[src/rtl/vpu_alu_sequencer_if.sv]
// ----------------------------------------------------------------------------
// vpu_alu_sequencer_if
//   Command, operand and result handshakes of the VPU ALU sequencer.
//
//   Signals (sequencer view):
//     req_valid_i / req_ready_o      command handshake
//     req_alu_sel_i                  target ALU index
//     req_delay_i                    delay loaded into the ALU timing counter
//     req_three_op_i                 1 = op_2 is a real operand
//     src_valid_i / src_ready_o      operand bundle handshake
//     src_op_0_i .. src_op_2_i       operands
//     dst_valid_o / dst_ready_i      result handshake
//     dst_data_o                     result
//
//   Handshake rule for all three channels: a transfer happens on the rising
//   clock edge where valid and ready are both high. Valid, once raised, keeps
//   its payload stable until that edge. Ready never depends on valid.
//
//   Modports: slave = the sequencer, master = the side driving commands and
//   consuming results.
// ----------------------------------------------------------------------------
interface vpu_alu_sequencer_if #(
  parameter int OPCODE_WIDTH  = 32,
  parameter int MAX_DELAY_LG2 = 2,
  parameter int ALU_SEL_WIDTH = 2
);
  logic                     req_valid_i;
  logic                     req_ready_o;
  logic [ALU_SEL_WIDTH-1:0] req_alu_sel_i;
  logic [MAX_DELAY_LG2-1:0] req_delay_i;
  logic                     req_three_op_i;

  logic                     src_valid_i;
  logic                     src_ready_o;
  logic [OPCODE_WIDTH-1:0]  src_op_0_i;
  logic [OPCODE_WIDTH-1:0]  src_op_1_i;
  logic [OPCODE_WIDTH-1:0]  src_op_2_i;

  logic                     dst_valid_o;
  logic                     dst_ready_i;
  logic [OPCODE_WIDTH-1:0]  dst_data_o;

  modport slave (
    input  req_valid_i, req_alu_sel_i, req_delay_i, req_three_op_i,
    output req_ready_o,
    input  src_valid_i, src_op_0_i, src_op_1_i, src_op_2_i,
    output src_ready_o,
    output dst_valid_o, dst_data_o,
    input  dst_ready_i
  );

  modport master (
    output req_valid_i, req_alu_sel_i, req_delay_i, req_three_op_i,
    input  req_ready_o,
    output src_valid_i, src_op_0_i, src_op_1_i, src_op_2_i,
    input  src_ready_o,
    input  dst_valid_o, dst_data_o,
    output dst_ready_i
  );
endinterface

[src/rtl/vpu_alu_sequencer.sv]
// ----------------------------------------------------------------------------
// vpu_alu_sequencer
//   Runs one VPU ALU operation at a time on a bank of ALU_CNT fixed-latency
//   units: accept a command, accept the operand bundle, register and hold the
//   operands, pulse start to the selected unit, wait for its done, capture its
//   result and offer it on the result channel.
//
//   Ports:
//     clk, rst_n        clock, asynchronous active-low reset
//     bus               command / operand / result handshakes (slave side)
//     alu_op_0_o..2_o   registered operands broadcast to every unit
//     alu_op_valid_o    operand valid mask (3'b011 two-operand, 3'b111 three)
//     alu_delay_o       registered delay for the unit timing counter
//     alu_start_o       one-hot, one-cycle start pulse
//     alu_result_i      packed unit results, unit k at [k*W +: W]
//     alu_done_i        per-unit done
//     busy_o            high whenever an operation is in progress
//     dbg_state_o       current FSM state encoding
//
//   Optional feature, macro VPU_ALU_SEQ_PERF_CNT_EN:
//     perf_clr_i        synchronous clear of both counters (wins over increment)
//     perf_op_cnt_o     completed result handshakes, wraps at 2^32
//     perf_stall_cnt_o  result cycles held off by dst_ready_i=0, wraps at 2^32
// ----------------------------------------------------------------------------
module vpu_alu_sequencer #(
  parameter int OPCODE_WIDTH    = 32,
  parameter int SRAM_R_PORT_CNT = 3,
  parameter int MAX_DELAY_LG2   = 2,
  parameter int ALU_CNT         = 4,
  parameter int ALU_SEL_WIDTH   = 2
) (
  input  logic                             clk,
  input  logic                             rst_n,
  vpu_alu_sequencer_if.slave               bus,
  output logic [OPCODE_WIDTH-1:0]          alu_op_0_o,
  output logic [OPCODE_WIDTH-1:0]          alu_op_1_o,
  output logic [OPCODE_WIDTH-1:0]          alu_op_2_o,
  output logic [SRAM_R_PORT_CNT-1:0]       alu_op_valid_o,
  output logic [MAX_DELAY_LG2-1:0]         alu_delay_o,
  output logic [ALU_CNT-1:0]               alu_start_o,
  input  logic [ALU_CNT*OPCODE_WIDTH-1:0]  alu_result_i,
  input  logic [ALU_CNT-1:0]               alu_done_i,
  output logic                             busy_o,
  output logic [2:0]                       dbg_state_o
`ifdef VPU_ALU_SEQ_PERF_CNT_EN
  ,
  input  logic                             perf_clr_i,
  output logic [31:0]                      perf_op_cnt_o,
  output logic [31:0]                      perf_stall_cnt_o
`endif
);

  typedef enum logic [2:0] {
    S_IDLE  = 3'd0,
    S_LOAD  = 3'd1,
    S_START = 3'd2,
    S_EXEC  = 3'd3,
    S_WB    = 3'd4
  } state_e;

  state_e state_q, state_d;

  logic [ALU_SEL_WIDTH-1:0]   sel_q;
  logic                       three_op_q;
  logic [MAX_DELAY_LG2-1:0]   delay_q;
  logic [OPCODE_WIDTH-1:0]    op_0_q, op_1_q, op_2_q;
  logic [SRAM_R_PORT_CNT-1:0] op_valid_q, op_valid_nxt;
  logic [OPCODE_WIDTH-1:0]    result_q, sel_result;

  logic req_fire, src_fire, done_hit, dst_fire;

  // ---------------------------------------------------------------- FSM
  always_ff @(posedge clk or negedge rst_n) begin
    if (!rst_n) state_q <= S_IDLE;
    else        state_q <= state_d;
  end

  always_comb begin
    state_d         = state_q;
    bus.req_ready_o = 1'b0;
    bus.src_ready_o = 1'b0;
    bus.dst_valid_o = 1'b0;
    alu_start_o     = '0;
    req_fire        = 1'b0;
    src_fire        = 1'b0;
    done_hit        = 1'b0;
    dst_fire        = 1'b0;
    case (state_q)
      S_IDLE: begin
        bus.req_ready_o = 1'b1;
        req_fire        = bus.req_valid_i;
        if (req_fire) state_d = S_LOAD;
      end
      S_LOAD: begin
        bus.src_ready_o = 1'b1;
        src_fire        = bus.src_valid_i;
        if (src_fire) state_d = S_START;
      end
      S_START: begin
        // done is deliberately not looked at here: the selected unit may
        // still be showing done from the previous operation.
        alu_start_o[sel_q] = 1'b1;
        state_d            = S_EXEC;
      end
      S_EXEC: begin
        done_hit = alu_done_i[sel_q];
        if (done_hit) state_d = S_WB;
      end
      S_WB: begin
        bus.dst_valid_o = 1'b1;
        dst_fire        = bus.dst_ready_i;
        if (dst_fire) state_d = S_IDLE;
      end
      default: state_d = S_IDLE;
    endcase
  end

  // ---------------------------------------------------------------- datapath
  always_comb begin
    op_valid_nxt                    = '1;
    op_valid_nxt[SRAM_R_PORT_CNT-1] = three_op_q;
  end

  always_comb sel_result = alu_result_i[int'(sel_q)*OPCODE_WIDTH +: OPCODE_WIDTH];

  always_ff @(posedge clk or negedge rst_n) begin
    if (!rst_n) begin
      sel_q      <= '0;
      three_op_q <= 1'b0;
      delay_q    <= '0;
      op_0_q     <= '0;
      op_1_q     <= '0;
      op_2_q     <= '0;
      op_valid_q <= '0;
      result_q   <= '0;
    end else begin
      if (req_fire) begin
        sel_q      <= bus.req_alu_sel_i;
        three_op_q <= bus.req_three_op_i;
        delay_q    <= bus.req_delay_i;
      end
      // Operands stay frozen for the whole op so every unit sees stable inputs.
      if (src_fire) begin
        op_0_q     <= bus.src_op_0_i;
        op_1_q     <= bus.src_op_1_i;
        op_2_q     <= three_op_q ? bus.src_op_2_i : '0;
        op_valid_q <= op_valid_nxt;
      end else if (dst_fire) begin
        op_0_q     <= '0;
        op_1_q     <= '0;
        op_2_q     <= '0;
        op_valid_q <= '0;
      end
      if (done_hit) result_q <= sel_result;
    end
  end

  assign alu_op_0_o     = op_0_q;
  assign alu_op_1_o     = op_1_q;
  assign alu_op_2_o     = op_2_q;
  assign alu_op_valid_o = op_valid_q;
  assign alu_delay_o    = delay_q;
  assign bus.dst_data_o = result_q;
  assign busy_o         = (state_q != S_IDLE);
  assign dbg_state_o    = state_q;

`ifdef VPU_ALU_SEQ_PERF_CNT_EN
  // ---------------------------------------------------------------- perf
  always_ff @(posedge clk or negedge rst_n) begin
    if (!rst_n) begin
      perf_op_cnt_o    <= '0;
      perf_stall_cnt_o <= '0;
    end else if (perf_clr_i) begin
      perf_op_cnt_o    <= '0;
      perf_stall_cnt_o <= '0;
    end else begin
      if (dst_fire) perf_op_cnt_o <= perf_op_cnt_o + 32'd1;
      if (state_q == S_WB && !bus.dst_ready_i)
        perf_stall_cnt_o <= perf_stall_cnt_o + 32'd1;
    end
  end
`endif

endmodule

[src/flat_wrapper.sv]
// flat-port wrapper written by rule: the top's interface ports become plain ports
module vpu_alu_sequencer_flat 
#(
  parameter int OPCODE_WIDTH    = 32,
  parameter int SRAM_R_PORT_CNT = 3,
  parameter int MAX_DELAY_LG2   = 2,
  parameter int ALU_CNT         = 4,
  parameter int ALU_SEL_WIDTH   = 2
)
  (clk, rst_n, alu_op_0_o, alu_op_1_o, alu_op_2_o, alu_op_valid_o, alu_delay_o, alu_start_o, alu_result_i, alu_done_i, busy_o, dbg_state_o, bus_req_valid_i, bus_req_alu_sel_i, bus_req_delay_i, bus_req_three_op_i, bus_req_ready_o, bus_src_valid_i, bus_src_op_0_i, bus_src_op_1_i, bus_src_op_2_i, bus_src_ready_o, bus_dst_valid_o, bus_dst_data_o, bus_dst_ready_i);
  vpu_alu_sequencer_if #(.OPCODE_WIDTH(OPCODE_WIDTH), .MAX_DELAY_LG2(MAX_DELAY_LG2), .ALU_SEL_WIDTH(ALU_SEL_WIDTH)) bus_i ();
  input  logic clk;
  input  logic rst_n;
  output logic [OPCODE_WIDTH-1:0] alu_op_0_o;
  output logic [OPCODE_WIDTH-1:0] alu_op_1_o;
  output logic [OPCODE_WIDTH-1:0] alu_op_2_o;
  output logic [SRAM_R_PORT_CNT-1:0] alu_op_valid_o;
  output logic [MAX_DELAY_LG2-1:0] alu_delay_o;
  output logic [ALU_CNT-1:0] alu_start_o;
  input  logic [ALU_CNT*OPCODE_WIDTH-1:0] alu_result_i;
  input  logic [ALU_CNT-1:0] alu_done_i;
  output logic busy_o;
  output logic [2:0] dbg_state_o;
  input wire logic [$bits(bus_i.req_valid_i)-1:0] bus_req_valid_i;
  input wire logic [$bits(bus_i.req_alu_sel_i)-1:0] bus_req_alu_sel_i;
  input wire logic [$bits(bus_i.req_delay_i)-1:0] bus_req_delay_i;
  input wire logic [$bits(bus_i.req_three_op_i)-1:0] bus_req_three_op_i;
  output wire logic [$bits(bus_i.req_ready_o)-1:0] bus_req_ready_o;
  input wire logic [$bits(bus_i.src_valid_i)-1:0] bus_src_valid_i;
  input wire logic [$bits(bus_i.src_op_0_i)-1:0] bus_src_op_0_i;
  input wire logic [$bits(bus_i.src_op_1_i)-1:0] bus_src_op_1_i;
  input wire logic [$bits(bus_i.src_op_2_i)-1:0] bus_src_op_2_i;
  output wire logic [$bits(bus_i.src_ready_o)-1:0] bus_src_ready_o;
  output wire logic [$bits(bus_i.dst_valid_o)-1:0] bus_dst_valid_o;
  output wire logic [$bits(bus_i.dst_data_o)-1:0] bus_dst_data_o;
  input wire logic [$bits(bus_i.dst_ready_i)-1:0] bus_dst_ready_i;
  assign bus_i.req_valid_i = bus_req_valid_i;
  assign bus_i.req_alu_sel_i = bus_req_alu_sel_i;
  assign bus_i.req_delay_i = bus_req_delay_i;
  assign bus_i.req_three_op_i = bus_req_three_op_i;
  assign bus_req_ready_o = bus_i.req_ready_o;
  assign bus_i.src_valid_i = bus_src_valid_i;
  assign bus_i.src_op_0_i = bus_src_op_0_i;
  assign bus_i.src_op_1_i = bus_src_op_1_i;
  assign bus_i.src_op_2_i = bus_src_op_2_i;
  assign bus_src_ready_o = bus_i.src_ready_o;
  assign bus_dst_valid_o = bus_i.dst_valid_o;
  assign bus_dst_data_o = bus_i.dst_data_o;
  assign bus_i.dst_ready_i = bus_dst_ready_i;
  vpu_alu_sequencer #(.OPCODE_WIDTH(OPCODE_WIDTH), .SRAM_R_PORT_CNT(SRAM_R_PORT_CNT), .MAX_DELAY_LG2(MAX_DELAY_LG2), .ALU_CNT(ALU_CNT), .ALU_SEL_WIDTH(ALU_SEL_WIDTH)) u_core (.clk(clk), .rst_n(rst_n), .bus(bus_i), .alu_op_0_o(alu_op_0_o), .alu_op_1_o(alu_op_1_o), .alu_op_2_o(alu_op_2_o), .alu_op_valid_o(alu_op_valid_o), .alu_delay_o(alu_delay_o), .alu_start_o(alu_start_o), .alu_result_i(alu_result_i), .alu_done_i(alu_done_i), .busy_o(busy_o), .dbg_state_o(dbg_state_o));
endmodule
[config.mk]
export PLATFORM = sky130hd
export DESIGN_NAME = vpu_alu_sequencer_flat
export DESIGN_NICKNAME = d
export VERILOG_FILES = /design/src/rtl/vpu_alu_sequencer_if.sv /design/src/rtl/vpu_alu_sequencer.sv /design/src/flat_wrapper.sv
export SDC_FILE = /design/constraint.sdc
export NUM_CORES = 1
export LEC_CHECK = 0
export BUFFER_PORTS_ARGS = -buffer_cell sky130_fd_sc_hd__buf_2
export CAP_MARGIN = 0
export CORE_AREA = 3 3 145 147
export DETAILED_ROUTE_END_ITERATION = 10
export DIE_AREA = 0 0 148 150
export PLACE_DENSITY = 0.6
export SETUP_SLACK_MARGIN = 0.2
export SYNTH_ARGS = -nofsm -noshare
export SYNTH_HDL_FRONTEND = slang
export SYNTH_SLANG_ARGS = --single-unit
[constraint.sdc]
create_clock -name clk -period 2.1 [get_ports clk]
set_input_delay 0.315 -clock clk [delete_from_list [all_inputs] [get_ports clk]]
set_output_delay 0.315 -clock clk [all_outputs]
set_load 0.01 [all_outputs]
==> results of run 1 <==
sequential cells by signal (all words and copies together), names as in the netlist:
name / flops
u_core.three_op_q: 1
u_core.alu_op_0_o: 32
u_core.alu_op_1_o: 32
u_core.alu_op_2_o: 32
u_core.alu_delay_o: 2
u_core.sel_q: 2
u_core.alu_op_valid_o: 2
u_core.dbg_state_o: 3
u_core.bus.dst_data_o: 32
synth_stat cells, drive strengths merged:
| library cell | count |
|---|---|
| dfrtp | 138 |
| a22o | 96 |
| mux2 | 37 |
| mux4 | 33 |
| buf | 30 |
| clkbuf | 8 |
| nand2 | 4 |
| a21o | 3 |
| nor3b | 3 |
| a21oi | 2 |
| and2 | 2 |
| and3 | 2 |
| inv | 2 |
| nand3b | 2 |
| nor2 | 2 |
| nor3 | 2 |
| and3b | 1 |
| nand4b | 1 |
| nor4bb | 1 |
| o21ai | 1 |
| or2 | 1 |
| or3 | 1 |
where the power goes:
group | switching (mW) | leakage [nW] | internal, mW
Sequential | 0.706 | 1.72 | 3.97
Clock | 1.22 | 0.282 | 1.78
Combinational | 3.01 | 2.74 | 3.48
Total | 4.94 | 4.74 | 9.23
layer usage:
| metal | track usage [%] | vias to the layer above | share of wire [%] |
|---|---|---|---|
| met2 | 29.6 | 260 | 52 |
| li1 | - | 2226 | - |
| met4 | 5.96 | 0 | 2.0 |
| met5 | 0 | - | 0 |
| met1 | 19.5 | 2413 | 38 |
| met3 | 4.36 | 24 | 8.1 |
logic make-up after synthesis:
| kind of cell | after synthesis | synth area share (%) |
|---|---|---|
| mux | 70 | 21.2 |
| simple gates | 22 | 2.51 |
| compound gates | 102 | 14.7 |
| buf+inv | 40 | 3.89 |
| flops | 138 | 57.7 |
area by class of cell:
cell class | count | area [µm²]
antenna | 2 | 5.00
clock buffer | 18 | 429
clock inverter | 14 | 163
fill | 1871 | 11100
inverter | 2 | 7.51
multi-input combinational | 194 | 2330
sequential | 138 | 3460
tap | 270 | 338
timing repair buffer | 402 | 2170
critical path: stages, from the launching register on:
cell	delay (ns)
dfrtp_2	0.40
mux4_2	0.56
nand4b_4	0.21
buf_12	0.22
mux2_4	0.32
stage by stage:
stage	hold WS, ns	instances	instance area [µm²]	utilization, %	total power [mW]
2_1_floorplan	0.0194	372	5980	-	8.72
3_5_place_dp	0.246	1002	8240	41.1	11.2
4_1_cts	0.0924	1038	8880	44.3	14.4
6_report	0.117	1040	8900	44.4	14.2
5_1_grt	0.103	1040	8900	44.4	15.0
3_3_place_gp	0.240	1002	8240	41.1	11.1
path summary, 6_finish.rpt:
| path | start | endpoint | slack (ns) | cells past startpoint |
|---|---|---|---|---|
| worst max-delay path | u_core.sel_q[0]$_DFFE_PN0P_ | u_core.bus.dst_data_o[20]$_DFFE_PN0P_ | 0.26 | 4 |
| worst min-delay path | bus_src_op_2_i[2] | u_core.alu_op_2_o[2]$_DFFE_PN0P_ | 0.12 | 2 |
| worst max register to register | u_core.sel_q[0]$_DFFE_PN0P_ | u_core.bus.dst_data_o[20]$_DFFE_PN0P_ | 0.26 | 4 |
| worst min register to register | u_core.alu_op_valid_o[2]$_DFFE_PN0P_ | u_core.alu_op_valid_o[2]$_DFFE_PN0P_ | 0.47 | 1 |
| max in group asynchronous | rst_n | u_core.sel_q[0]$_DFFE_PN0P_ | 1.11 | 3 |
| min in group asynchronous | rst_n | u_core.bus.dst_data_o[1]$_DFFE_PN0P_ | 0.36 | 2 |
repair_timing:
action | 4_1_cts | 5_1_grt
hold buffers | 1 | 0
endpoints found under the hold margin | 31 | 0
endpoints found under the setup margin | 4 | 5
pin swaps | 0 | 1
gates resized for setup | 4 | 4
setup buffers | 3 | 0
cloned | 0 | 0
==> metrics.md, run 1 <==
| Metric | Value |
|---|---|
| CTS tree | `built` |
| Fin nets | `993` |
| DR vias/cell | `4.73` |
| CP endpoint kind | `flip-flop` |
| Synth Net Count | `610` |
| Crit path arrival time | `2.13 ns` |
| Max_cap viols | `0` |
| Max rail drop VDD | `0.000799 V` |
| Vias | `4923` |
| Final min period | `1.84 ns` |
| P_leak | `4.74 nW` |
| Outcome | `finished, final reports clean` |
| Tot GR Track Use | `16.7%` |
| Proportion of layout cells with a drive suffix above 1 | `66.7%` |
| Slew @ Worst Pin | `0.353 ns` |
| CTS H-Tree Depth | `4` |
| Slew HR | `76.5%` |
| Most common cell after layout, fill and taps aside | `buf_2` |
| Clock latency on the worst-skew pair | `0.41 ns` |
| Initial drt markers | `157` |
| Final worst path period share | `87.5%` |
| WS Path Type | `flip-flop to flip-flop` |
| Seq cells post-synth | `138` |
| Initial antenna violation count | `2` |
| Setup repair after global routing missed its margin | `yes` |
| TritonRoute pass-1 iters | `4` |
| Port Buf Inserts | `381` |
| CTS Buf Count | `17` |
| Hold Vio Cnt, Final | `0` |
| GP Congestion | `0.795` |
| Post-route setup slack | `0.264 ns` |
| Setup Viol. Count Final | `0` |
| Mapped Area | `5980 µm²` |
| HP Class | `input port to flip-flop` |
| Post-DR wirelength/cell | `18.4 µm` |
| Crit path required time | `2.39 ns` |
| Remaining Overflow, GRT | `0` |
| Netlist cell types | `26` |
| Starting density of the core | `29.9%` |
| Ports | `382` |
| Place WS | `0.270 ns` |
| Sequential area share after synthesis | `57.7%` |
| Largest cells by area after synthesis | `dfrtp_1, a22o_1, mux4_2` |
| Crit path launch type | `flip-flop` |
| Syn Inst Count | `372` |
| Sink Count | `138` |
| Commonest non-fill, non-tap cells in the layout | `buf_2, dfrtp_1, a22o_1` |
| Core Area | `20000 µm²` |
| Pwr dens | `1590 nW/µm²` |
| Routed Antenna Nets | `0` |
| Post-synth top area cell | `dfrtp_1` |
| Fin Clk Skew | `0.00701 ns` |
| F_max | `0.545 GHz` |
| Max-slew violations | `0` |
| DIE WIDTH | `148 µm` |
| Area Overhead vs Synth | `48.8%` |
| YS warnings | `0` |
| CP max FO | `19` |
| Setup_tns | `0 ns` |
| Final routed DRC violation total | `0` |
| First-pass GRT wire length | `28600 µm` |
| Rows | `52` |
| Total Wirelength | `19200 µm` |
| Vias in the first global route | `5038` |
| Clock root cell | `clkbuf_16` |
| Syn_area_per_cell | `16.1 µm²` |
| Hpwl dp | `14900 µm` |
| Post-synth top area share | `57.7%` |
| Die area | `22200 µm²` |
| Maximum buffer depth of the clock tree | `2` |
| Pin count of the biggest net entering global routing | `66` |
| Worst-path clk slew | `0.07 ns` |
| Die H | `150 µm` |
Note: power is estimated with default switching activity, not from simulation.
==> run 2, diff against run 1 <==
--- a/config.mk
+++ b/config.mk
@@ -5,12 +5,13 @@
 export SDC_FILE = /design/constraint.sdc
 export NUM_CORES = 1
 export LEC_CHECK = 0
+export ABC_AREA = 1
 export BUFFER_PORTS_ARGS = -buffer_cell sky130_fd_sc_hd__buf_2
 export CAP_MARGIN = 0
-export CORE_AREA = 3 3 145 147
+export CORE_AREA = 3 3 146 148
 export DETAILED_ROUTE_END_ITERATION = 10
-export DIE_AREA = 0 0 148 150
-export PLACE_DENSITY = 0.6
+export DIE_AREA = 0 0 149 151
+export PLACE_DENSITY = 0.62
 export SETUP_SLACK_MARGIN = 0.2
 export SYNTH_ARGS = -nofsm -noshare
 export SYNTH_HDL_FRONTEND = slang
==> run 2 against run 1 <==
Against the previous run: first-iteration DRC count rose to 3.8 times the previous value; global-route usage is 2.9 points higher; combinational power is 3.5% lower; setup slack improved by 0.027 ns; flip-flop and latch count did not move; clock-buffer cell count down 1; total power shrank 1.6%; routed wire length is 22% higher; critical path type is now flip-flop to output pin; highest routed layer unchanged.
==> metrics.md, run 2 <==
| Metric | Value |
|---|---|
| Outcome | `finished, final reports clean` |
| Die area | `22500 µm²` |
| Worst-path clk slew | `0.07 ns` |
| HP Class | `input port to flip-flop` |
| Largest cells by area after synthesis | `dfrtp_1, nand3_1, nand2_1` |
| Ys async rst share | `100%` |
| Final routed DRC violation total | `0` |
| FF/Latch Area | `3460 µm²` |
| Max rail drop VDD | `0.000660 V` |
| Clock latency on the worst-skew pair | `0.42 ns` |
| Final hold slack | `0.0894 ns` |
| Post-synth top area share | `52.3%` |
| Starting density of the core | `32.7%` |
| Synth top cells by count | `nand3_1, nand2_1, dfrtp_1` |
| Setup repair after global routing missed its margin | `no` |
| Netlist cell types | `17` |
| Pin count of the biggest net entering global routing | `99` |
| Final min period | `1.81 ns` |
| CTS H-Tree Depth | `4` |
| Routed Antenna Nets | `0` |
| Remaining Overflow, GRT | `0` |
| Max-slew violations | `0` |
| Dominant synthesized flop cell | `dfrtp_1` |
| Setup_tns | `0 ns` |
| Worst path cell trace | `inv_2 > buf_12 > nor3_1 > buf_2` |
| Sink Count | `138` |
| Rows | `52` |
| Total Wirelength | `23300 µm` |
| Post-synth top area cell | `dfrtp_1` |
| Clock root cell | `clkbuf_16` |
| Vias | `7219` |
| P_leak | `5.35 nW` |
| Syn_area_per_cell | `8.03 µm²` |
| Sequential area share after synthesis | `52.3%` |
| Port Buf Inserts | `381` |
| Crit path required time | `1.78 ns` |
| WP depth | `4` |
| Max incr delay on CP | `0.45 ns` |
| Pwr dens | `1480 nW/µm²` |
| Fin Clk Skew | `0.00689 ns` |
| Most common cell after layout, fill and taps aside | `buf_2` |
| Maximum buffer depth of the clock tree | `2` |
| Final worst path period share | `86.2%` |
| Proportion of layout cells with a drive suffix above 1 | `37.8%` |
| GP Congestion | `0.818` |
| Core Area | `20200 µm²` |
| Hpwl dp | `17200 µm` |
| Top Family by Delay on Critical Path | `buffers and inverters` |
| Die H | `151 µm` |
| Mapped Area | `6600 µm²` |
| R2R Path Start | `u_core.dbg_state_o[2]$_DFFE_PN0P_` |
| R2R depth | `7` |
| Hold Vio Cnt, Final | `0` |
| Syn Inst Count | `822` |
| DIE WIDTH | `149 µm` |
| CTS Buf Count | `17` |
| Crit path buffers/inverters | `3` |
| Area Overhead vs Synth | `43.1%` |
| Initial drt markers | `596` |
| Final Util | `46.8%` |
| WS Path Type | `flip-flop to output pin` |
| Worst Setup EP | `alu_start_o[1]` |
| Multi-input gate area | `2760 µm²` |
| Seq cells post-synth | `138` |
| DR vias/cell | `4.95` |
| Vias in the first global route | `6657` |
| YS warnings | `0` |
| Setup Viol. Count Final | `0` |
| Post-DR wirelength/cell | `16.0 µm` |
| Ports | `382` |
| CTS tree | `built` |
| Post-synth EDFFs | `0` |
| Tot GR Track Use | `19.6%` |
| CP endpoint kind | `output pin` |
| Critical Path Start | `u_core.sel_q[0]$_DFFE_PN0P_` |
| Crit path arrival time | `1.49 ns` |
| CP max FO | `67` |
| TritonRoute pass-1 iters | `5` |
| R2r setup slk | `0.37 ns` |
| Max_cap viols | `0` |
| Fin nets | `1410` |
| First-pass GRT wire length | `35300 µm` |
| Initial antenna violation count | `1` |
| Commonest non-fill, non-tap cells in the layout | `buf_2, nand3_1, nand2_1` |
| Synth Net Count | `1060` |
| Slowest-stage cell, CP | `dfrtp_2` |
| RR Endpoint | `u_core.alu_op_1_o[3]$_DFFE_PN0P_` |
| Crit path launch type | `flip-flop` |
| Slew HR | `63.6%` |
| Filler instances | `2020` |
| Slew @ Worst Pin | `0.546 ns` |
| Most frequent cell after synthesis | `nand3_1` |
| F_max | `0.553 GHz` |
run 2: cell types whose count changed after synthesis, moves of 4 or more:
cell / previous run / this run
a22o_1: 96 / 0
buf_2: 18 / 37
clkbuf_1: 8 / 20
inv_1: 2 / 6
mux2_2: 8 / 0
mux2_4: 29 / 0
mux4_2: 33 / 0
nand2_1: 4 / 257
nand3_1: 0 / 297
nand4_1: 0 / 32
nor2_1: 2 / 7
run 2: worst min-delay path by stage:
stage	startpoint	end	slack [ns]	depth (start not counted)
3_3_place_gp	rst_n	u_core.alu_op_2_o[3]$_DFFE_PN0P_	0.29	1
5_1_grt	bus_src_op_0_i[31]	u_core.alu_op_0_o[31]$_DFFE_PN0P_	0.08	3
3_5_place_dp	rst_n	u_core.alu_op_2_o[25]$_DFFE_PN0P_	0.29	1
6_report	bus_src_op_0_i[31]	u_core.alu_op_0_o[31]$_DFFE_PN0P_	0.09	3
2_1_floorplan	rst_n	u_core.alu_delay_o[0]$_DFFE_PN0P_	0.02	0
4_1_cts	bus_src_op_0_i[31]	u_core.alu_op_0_o[31]$_DFFE_PN0P_	0.07	3
run 2: cell type report:
type | instances | area share [%]
antenna | 4 | 0.106
clock buffer | 17 | 4.51
clock inverter | 15 | 2.20
inverter | 8 | 0.318
multi-input combinational | 603 | 29.2
sequential | 138 | 36.6
tap | 270 | 3.58
timing repair buffer | 404 | 23.4
run 2: stage by stage:
stage	area, µm²	total power, mW	setup WS [ns]	std cells
CTS	9430	14.1	0.226	1455
floorplan	6600	8.23	0.661	822
detailed placement	8770	10.8	0.460	1422
global placement	8770	10.7	0.474	1422
finish	9440	13.9	0.291	1459
global route	9430	15.0	0.200	1456
run 2: power by group:
| part | switching [mW] | internal, mW | leakage (nW) |
|---|---|---|---|
| clock network | 1.29 | 1.92 | 0.304 |
| logic | 3.94 | 2.32 | 3.29 |
| registers | 0.636 | 3.82 | 1.76 |
run 2: repair_timing:
action	in CTS	in global routing
endpoints found under the setup margin	4	5
hold buffers	1	0
endpoints found under the hold margin	44	0
resized for setup	3	2
setup buffers	0	0
run 2: worst register-to-register path, stage by stage (launching register included):
cell and delay [ns]:
dfrtp_1 0.46, nor2_1 0.20, nand2_2 0.11, nor2_4 0.26, inv_2 0.08, buf_12 0.21
nand3_1 0.24, nand2_1 0.06
run 2: cell families after synthesis:
kind of cell,after synthesis,share of synthesized area [%]
and+or+nand+nor,601,41.3
buffers and inverters,81,6.16
DFF,138,52.3
AOI/OAI and AO/OA,2,0.152
run 2: metal layers:
metal / part of all wire [%] / up-vias / GRT usage (%)
met3: 7.1 / 35 / 4.10
met1: 41 / 3383 / 25.7
li1: - / 3497 / -
met2: 50 / 304 / 31.9
met4: 2.4 / 0 / 7.69
met5: 0 / - / 0
